### src/rtl/lift_pkg.sv
// lift_pkg: shared lift constants, motor encodings and hall-call panel FSM states
package lift_pkg;
   localparam int NUM_FLOORS_DEF = 11;
   localparam int FLOOR_W = 4;
   localparam logic [FLOOR_W-1:0] FLOOR_NONE = 4'hF;
   localparam logic [1:0] MOTOR_IDLE = 2'b00;
   localparam logic [1:0] MOTOR_UP = 2'b11;
   localparam logic [1:0] MOTOR_DOWN = 2'b10;
   typedef enum logic [1:0] {IDLE, ISSUE, GAP} hcp_state_t;
   function automatic int wrap_add(int a, int b, int n);
      return (a + b >= n) ? a + b - n : a + b;
   endfunction
endpackage

### src/rtl/hall_btn_debounce.sv
// hall_btn_debounce: synchronise a raw button, debounce it and pulse press on each accepted rising level
module hall_btn_debounce #(
   parameter int DEBOUNCE_CYC = 4
) (
   input  logic clk,
   input  logic rst,
   input  logic btn_raw,
   output logic press
);
   localparam int CW = (DEBOUNCE_CYC > 2) ? $clog2(DEBOUNCE_CYC) : 1;
   localparam logic [CW-1:0] LAST = CW'(DEBOUNCE_CYC - 1);
   logic s1, s2, lvl, done;
   logic [CW-1:0] cnt;
   assign done = (s2 != lvl) && (cnt == LAST);
   always_ff @(posedge clk or posedge rst) begin
      if (rst) begin
         s1 <= 1'b0;
         s2 <= 1'b0;
         lvl <= 1'b0;
         cnt <= '0;
         press <= 1'b0;
      end else begin
         s1 <= btn_raw;
         s2 <= s1;
         cnt <= (s2 == lvl || done) ? '0 : cnt + 1'b1;
         lvl <= done ? s2 : lvl;
         press <= done & s2;
      end
   end
endmodule

### src/rtl/hall_call_panel.sv
// hall_call_panel: latch debounced hall calls, light lamps and serialise calls onto the floor-request bus
module hall_call_panel
   import lift_pkg::*;
#(
   parameter int NUM_FLOORS = NUM_FLOORS_DEF,
   parameter int DEBOUNCE_CYC = 4
) (
   input  logic                  clk,
   input  logic                  rst,
   input  logic [NUM_FLOORS-1:0] btn,
   input  logic [FLOOR_W-1:0]    lift_floor,
   input  logic [1:0]            motor_signal,
   input  logic                  req_ready,
   output logic                  req_valid,
   output logic [FLOOR_W-1:0]    req_floor,
   output logic [NUM_FLOORS-1:0] call_lamp,
   output logic [FLOOR_W-1:0]    pending_cnt
);
   logic [NUM_FLOORS-1:0] press, svc, new_call, elig, sent, lamp_n, sent_n;
   logic [FLOOR_W-1:0] g, g_n, rr_ptr, rr_n, pick;
   logic found;
   hcp_state_t state, state_n;
   for (genvar f = 0; f < NUM_FLOORS; f++) begin : g_floor
      hall_btn_debounce #(.DEBOUNCE_CYC(DEBOUNCE_CYC)) u_db (
         .clk(clk),
         .rst(rst),
         .btn_raw(btn[f]),
         .press(press[f])
      );
      assign svc[f] = (lift_floor == FLOOR_W'(f)) && (motor_signal == MOTOR_IDLE);
   end
   // fresh presses join arbitration in the same cycle so IDLE grants one cycle after press
   assign new_call = press & ~call_lamp & ~svc;
   assign elig = ((call_lamp & ~sent) | new_call) & ~svc;
   always_comb begin
      found = 1'b0;
      pick = '0;
      for (int i = 0; i < NUM_FLOORS; i++) begin
         if (!found && elig[FLOOR_W'(wrap_add(int'(rr_ptr), i, NUM_FLOORS))]) begin
            found = 1'b1;
            pick = FLOOR_W'(wrap_add(int'(rr_ptr), i, NUM_FLOORS));
         end
      end
   end
   always_comb begin
      state_n = state;
      g_n = g;
      rr_n = rr_ptr;
      lamp_n = (call_lamp | new_call) & ~svc;
      sent_n = sent & ~new_call & ~svc;
      unique case (state)
         IDLE: begin
            state_n = found ? ISSUE : IDLE;
            g_n = found ? pick : g;
            rr_n = found ? FLOOR_W'(wrap_add(int'(pick), 1, NUM_FLOORS)) : rr_ptr;
         end
         ISSUE: begin
            state_n = svc[g] ? IDLE : req_ready ? GAP : ISSUE;
            if (!svc[g] && req_ready) sent_n[g] = 1'b1;
         end
         GAP: state_n = IDLE;
         default: state_n = IDLE;
      endcase
   end
   always_ff @(posedge clk or posedge rst) begin
      if (rst) begin
         state <= IDLE;
         g <= '0;
         rr_ptr <= '0;
         call_lamp <= '0;
         sent <= '0;
         req_valid <= 1'b0;
         req_floor <= FLOOR_NONE;
         pending_cnt <= '0;
      end else begin
         state <= state_n;
         g <= g_n;
         rr_ptr <= rr_n;
         call_lamp <= lamp_n;
         sent <= sent_n;
         req_valid <= state_n == ISSUE;
         req_floor <= (state_n == ISSUE) ? g_n : FLOOR_NONE;
         pending_cnt <= FLOOR_W'($countones(call_lamp));
      end
   end
endmodule

### config.mk
export PLATFORM = sky130hd
export DESIGN_NAME = hall_call_panel
export DESIGN_NICKNAME = d
export VERILOG_FILES = /design/src/rtl/lift_pkg.sv /design/src/rtl/hall_btn_debounce.sv /design/src/rtl/hall_call_panel.sv
export SDC_FILE = /design/constraint.sdc
export NUM_CORES = 1
export LEC_CHECK = 0
export ABC_AREA = 1
export CORE_MARGIN = 2
export CORE_UTILIZATION = 58
export DETAILED_ROUTE_END_ITERATION = 8
export PLACE_DENSITY = 0.77
export SLEW_MARGIN = 15
export SYNTH_ARGS = -nofsm -noshare
export SYNTH_HDL_FRONTEND = slang
export SYNTH_SLANG_ARGS = --single-unit
### constraint.sdc
create_clock -name clk -period 11.35 [get_ports clk]
set_input_delay 3.405 -clock clk [delete_from_list [all_inputs] [get_ports clk]]
set_output_delay 3.405 -clock clk [all_outputs]
set_load 0.02 [all_outputs]
# Yosys cells after proc, flatten, opt, wreduce, memory -nomap -nowiden

Cells that the tools add are included.

Input bits: 20
Register bits after elaboration: 107

Eq/ne operators: 45
Add/sub/neg operators: 44
Order comparisons: 25
Bitwise operators: 25
Reductions and logical operators: 60
Mux-type cells: 91

Operator list:

| operator                                                                      | number |
|---|---|
| 4-bit 2-to-1 mux                                                              | 26 |
| 11-bit bitwise AND                                                            | 7 |
| 4-bit by 6-bit less-than comparator with 1-bit output (second input constant) | 11 |
| 5-bit by 4-bit >= comparator with 1-bit output (second input constant)        | 11 |
| 1-bit binary-select mux with 4-bit select                                     | 12 |
| 4-bit subtractor (second input constant)                                      | 12 |
| 11-bit NOT                                                                    | 4 |
| 1-bit 2-to-1 mux                                                              | 36 |
| 1-bit logical AND                                                             | 34 |
| 11-bit bitwise OR                                                             | 3 |
| 2-bit 2-to-1 mux                                                              | 13 |
| 2-bit by 1-bit adder with 2-bit output (second input constant)                | 11 |
| 2-bit equality test (second input constant)                                   | 11 |
| 11-bit 2-to-1 mux                                                             | 2 |
| 4-bit by 3-bit adder with 5-bit output (second input constant)                | 4 |
| 4-bit by 3-bit equality test with 1-bit output (second input constant)        | 4 |
| 4-bit by 4-bit adder with 5-bit output (second input constant)                | 3 |
| 4-bit equality test (second input constant)                                   | 3 |
| 1-bit bitwise AND                                                             | 11 |
| 1-bit equality test                                                           | 11 |
| 1-bit logical NOT                                                             | 11 |
| 1-bit logical OR                                                              | 11 |
| 1-bit inequality test                                                         | 11 |
| 1-bit by 1-bit adder with 2-bit output                                        | 5 |
| 17 further kinds                                                              | 23 |

# Longest topological paths before layout

Depth in word-level cells: 44
Mapped depth: 36
Mapped depth without buffers: 34

# Modules after synthesis

Synthesis repeated with hierarchy kept, for this count alone.

Cells, all modules: 1134
Area, all modules: 8026.4 µm²

By module, submodules not included:

| module            | sequential area each (µm²) | area an instance (µm²) | cells each | times used |
|---|---|---|---|---|
| hall_call_panel   | 1031.0                     | 5645.4                 | 903        | 1 |
| hall_btn_debounce | 150.1                      | 216.5                  | 21         | 11 |

# Worst setup path after synthesis

No wires, ideal clock.

Path type: in2reg
Start point: input port motor_signal[1]
End point: register rr_ptr[1]
Buffers on the path: 0
Stages: 27
Arrival time: 6.199 ns
Library setup time: 0.117 ns
Slack: 5.034 ns
Cell sequence: nor2_1 nand4_1 o21ai_1 nand2_1 nand3_1 nand3_1 nand2_1 nand2_1 nand2_4 nand3_4 nor2_4 nand4_4 nor2_4 inv_2 o21ai_0 nand3_1 nand2_1 nand3_1 ha_1 inv_1 nand3_1 nand2_2 nand3_2 nand2_2 nand2_1 nand3_1 nand2_1

Word-level cells in the longest chain between the ends: 43
Elaborated cells on any way between the ends: 96
Classes of those cells: add/sub (2); order compare (1); mux (56); bitwise (4); reduce/logical (33)

RTL lines:

| element                                                                            | line                                         | RTL |
|---|---|---|
| start, declared                                                                    | hall_call_panel.sv:12                        | `input logic [1:0] motor_signal,` |
| 2-bit logical NOT (*)                                                              | hall_call_panel.sv:30                        | `assign svc[f] = (lift_floor == FLOOR_W'(f)) && (motor_signal == MOTOR_IDLE);` |
| 1-bit logical AND                                                                  | hall_call_panel.sv:30                        |  |
| 11-bit NOT (*)                                                                     | hall_call_panel.sv:33, hall_call_panel.sv:34 |  |
| 11-bit bitwise AND                                                                 | hall_call_panel.sv:33                        | `assign new_call = press & ~call_lamp & ~svc;` |
| 11-bit bitwise OR                                                                  | hall_call_panel.sv:34                        | `assign elig = ((call_lamp & ~sent) \| new_call) & ~svc;` |
| 11-bit bitwise AND (*)                                                             | hall_call_panel.sv:34                        |  |
| 1-bit binary-select mux with 4-bit select                                          | hall_call_panel.sv:39                        | `if (!found && elig[FLOOR_W'(wrap_add(int'(rr_ptr), i, NUM_FLOORS))]) begin` |
| 1-bit 2-to-1 mux (not written as such) (2 in series)                               | hall_call_panel.sv:39                        |  |
| [26 not listed]                                                                    | -                                            |  |
| 1-bit logical AND                                                                  | hall_call_panel.sv:39                        |  |
| 1-bit 2-to-1 mux                                                                   | hall_call_panel.sv:39                        |  |
| 1-bit logical NOT                                                                  | hall_call_panel.sv:39                        |  |
| 1-bit logical AND                                                                  | hall_call_panel.sv:39                        |  |
| 4-bit 2-to-1 mux                                                                   | hall_call_panel.sv:39                        |  |
| 4-bit by 1-bit adder with 5-bit output                                             | lift_pkg.sv:11                               | `return (a + b >= n) ? a + b - n : a + b;` |
| 4-bit subtractor or 5-bit by 4-bit >= comparator with 1-bit output (tied branches) | lift_pkg.sv:11                               |  |
| 4-bit 2-to-1 mux                                                                   | lift_pkg.sv:11                               |  |
| end signal, assigned                                                               | hall_call_panel.sv:78                        | `rr_ptr <= rr_n;` |
| end, declared                                                                      | hall_call_panel.sv:20                        | `logic [FLOOR_W-1:0] g, g_n, rr_ptr, rr_n, pick;` |

Every way passes the cells marked *; elsewhere a longest branch is shown, timed or not. The select of a mux whose other input is x is not followed.
A chain may end at the register's enable or synchronous reset.

# Worst setup path in the final report

Start point: input port lift_floor[1]
End point: register rr_ptr[2]

Word-level cells in the longest chain between the ends: 43
Elaborated cells on any way between the ends: 106
Classes of those cells: add/sub (2); order compare (1); eq/ne (10); mux (56); bitwise (4); reduce/logical (33)

RTL lines:

| element                                                                            | line                                         | RTL |
|---|---|---|
| start, declared                                                                    | hall_call_panel.sv:11                        | `input logic [FLOOR_W-1:0] lift_floor,` |
| 4-bit by 1-bit equality test with 1-bit output, or another cell as far along       | hall_call_panel.sv:30                        |  |
| 1-bit logical AND                                                                  | hall_call_panel.sv:30                        |  |
| 11-bit NOT (*)                                                                     | hall_call_panel.sv:33, hall_call_panel.sv:34 |  |
| 11-bit bitwise AND                                                                 | hall_call_panel.sv:33                        |  |
| 11-bit bitwise OR                                                                  | hall_call_panel.sv:34                        |  |
| 11-bit bitwise AND (*)                                                             | hall_call_panel.sv:34                        |  |
| 1-bit binary-select mux with 4-bit select                                          | hall_call_panel.sv:39                        |  |
| 1-bit 2-to-1 mux (not written as such) (2 in series)                               | hall_call_panel.sv:39                        |  |
| [26 not listed]                                                                    | -                                            |  |
| 1-bit logical AND                                                                  | hall_call_panel.sv:39                        |  |
| 1-bit 2-to-1 mux                                                                   | hall_call_panel.sv:39                        |  |
| 1-bit logical NOT                                                                  | hall_call_panel.sv:39                        |  |
| 1-bit logical AND                                                                  | hall_call_panel.sv:39                        |  |
| 4-bit 2-to-1 mux                                                                   | hall_call_panel.sv:39                        |  |
| 4-bit by 1-bit adder with 5-bit output                                             | lift_pkg.sv:11                               |  |
| 4-bit subtractor or 5-bit by 4-bit >= comparator with 1-bit output (tied branches) | lift_pkg.sv:11                               |  |
| 4-bit 2-to-1 mux                                                                   | lift_pkg.sv:11                               |  |

Marks and branches as above.

==> flow_summary.yaml <==
run_status:
  outcome: "complete, no violations"
worst_setup_path:
  r2r.worst_path.cells: 31
  rr_startpoint: "rr_ptr[0]"
  crit_top_cell: "nand3_1"
  start_kind: "input pin"
  cp.arrival_ns: 7.44
  cp_data_required_time_ns: 11.60
  reg2reg_slack_ns: 6.32
  r2r_end: "rr_ptr[2]"
  cpMaxStageDelayCell: "clkdlybuf4s50_1"
  crit_fanout: 10
  critPathBufInv: 5
  critical-path-top-delay-family: "simple AND/OR/NAND/NOR gates"
  crit_type: "input pin to flip-flop"
  crit_path_max_incr_delay_ns: 0.55
  cp-end-kind: "flip-flop"
logic_synthesis:
  yosysSeqAreaShare_pct: 34.4
  yosys_warnings: 0
  synth.avg_cell_area_um2: 7.17
  synth_edf_count: 0
  syn_inst: 1087
  ys.flop_type: "dfrtp_1"
  yosys-top-cells-count: "nand2_1, inv_1, dfrtp_1"
  synth.top_cell.area_share_pct: 33.1
  synth_largest_area_cell: "dfrtp_1"
  synth_nets: 1145
  ys_ff_latch: 107
  yosys-top-cells-area: "dfrtp_1, nand2_1, inv_1, nand3_1, o21ai_0"
  netlist_area_um2: 7790
  synth_most_common_cell: "nand2_1"
  async_flop_share_pct: 100
  synth.distinct_cells: 48
clocking:
  cts-root-buf: "clkbuf_16"
  cts_made_buffers: 9
  path_clk_slew_ns: 0.08
  clock-sinks: 107
  clockBufferDepth: 2
  htreeDepth: 3
  clk_latency_ns: 0.35
  post_cts_buffers: 0
  hold_buffers: 0
  post_cts_resized: 0
  cts_tree: "built"
timing:
  slew_headroom_pct: 36.3
  skew_ns: 0.00903
  min_period_over_period_pct: 63.4
  hold_viol_final: 0
  tightest_slew_ns: 0.956
  rsz0062_at_grt: "no"
  fmax_mhz: 139
  min_period_ns: 7.19
  setup_viol: 0
  timing.final.max_slew_violations: 0
  setup_tns_ns: 0
routing:
  vias: 7186
  drt_iter0_drc: 634
  routed_wl_um: 20200
  route.detailed.wl_per_inst_um: 15.4
  firstDrtPassIters: 5
  drc_errors: 0
  ant_nets: 0
  viasPerCell: 5.49
floorplan:
  ios: 40
  initial_core_util_pct: 59.1
  core_um2: 13200
  dieArea_um2: 14400
  die_y_um: 120
  row_count: 42
  die_x_um: 120
finish:
  nets: 1185
  n_antenna_cell: 0
  syn_to_final_growth_pct: 10.8
  drive_gt1_share_pct: 9.36
flow_run:
  maxCapViolCount: 0
grt:
  grt_max_degree: 82
  grt_pass1_wl_um: 33200
  antenna_found_initial: 0
  grt_overflow: 0
  grtUsageTotal_pct: 29.2
  grt_pass1_vias: 6834
hold_path:
  whs_path_depth: 0
  hp-class: "flip-flop to flip-flop"
  worstHoldStart: "g_floor[0].u_db.s1"
  hold_path_end: "g_floor[0].u_db.s2"
placed_design:
  port_buffers: 39
  gp_congestion: 1.00
  place_hpwl_um: 15700
-- how the worst max path moves through the flow --
stage / start / end / slack, ns / depth (start not counted)
final: lift_floor[1] / rr_ptr[2] / 4.16 / 29
after global routing: lift_floor[3] / rr_ptr[2] / 3.70 / 29
after CTS: lift_floor[3] / rr_ptr[2] / 4.20 / 29
after detailed placement: lift_floor[3] / rr_ptr[2] / 3.84 / 29
after global placement: motor_signal[1] / rr_ptr[2] / 3.96 / 28
after floorplan: motor_signal[1] / rr_ptr[1] / 5.03 / 27
-- layout by cell type (no fill, tap or decap), drive strengths merged, types with 15 or more instances in the layout --
cell type	Yosys	final
a21oi	32	32
nor3	15	15
nand3b	15	15
nor2	104	104
inv	184	188
dfrtp	103	103
nand3	111	111
o211ai	16	16
clkdlybuf4s50	0	39
o21ai	116	116
ha	31	31
nand2	281	281
-- routing by layer --
metal	global-route usage (%)	share of wire [%]	vias to the layer above
met5	0	0	-
met4	13.6	4.4	0
met3	3.94	6.0	63
met2	47.6	46	248
met1	38.6	43	3276
li1	-	-	3599
-- sequential cells by signal (all words and copies together), names as in the netlist, 2 cells and up --
register	flops
call_lamp	11
g	4
g_floor.u_db.cnt	22
g_floor.u_db.lvl	11
g_floor.u_db.press	11
g_floor.u_db.s1	11
g_floor.u_db.s2	11
pending_cnt	4
req_floor	4
rr_ptr	4
sent	11
state	2
-- final cells by class --
| cell class | instances | area (um^2) |
|---|---|---|
| Tap cell | 176 | 220 |
| Inverter | 187 | 707 |
| Timing Repair Buffer | 42 | 413 |
| Clock inverter | 7 | 80.1 |
| Sequential cell | 107 | 2680 |
| Multi-Input combinational cell | 780 | 4310 |
| Fill cell | 1154 | 4550 |
| Clock buffer | 9 | 225 |
-- worst register-to-register path: cells and delay by family, from the launching register on --
family,cells,cell delay [ns]
simple gates,22,2.49
buf+inv,6,1.00
fa+ha+maj,2,0.90
flops,1,0.33
compound gates,1,0.19
-- cells by family (layout without fill, tap and decap cells) --
group                      count (synthesis)  in the layout  synth area share (%)
and+or+nand+nor                          543            543                  32.9
buffers and inverters                    200            245                  10.3
AOI/OAI and AO/OA                        186            186                  13.8
DFF                                      107            107                  34.4
adders and majority gates                 38             38                  6.78
xor gates and xnor gates                  13             13                  1.80
-- metrics by stage --
stage / std cells / hold WS (ns) / area [um^2] / setup WS (ns) / utilization, %
after detailed placement: 1292 / 0.336 / 8330 / 3.84 / 63.2
after global placement: 1292 / 0.332 / 8330 / 3.96 / 63.2
after global routing: 1308 / 0.356 / 8640 / 3.70 / 65.5
final: 1308 / 0.353 / 8640 / 4.16 / 65.5
after floorplan: 1087 / 0.331 / 7790 / 5.03 / -
after CTS: 1308 / 0.355 / 8640 / 4.20 / 65.5
Power is left out: the tool's default activity adds up to more than one toggle a clock period on the data nets, which glitch-free logic cannot reach.
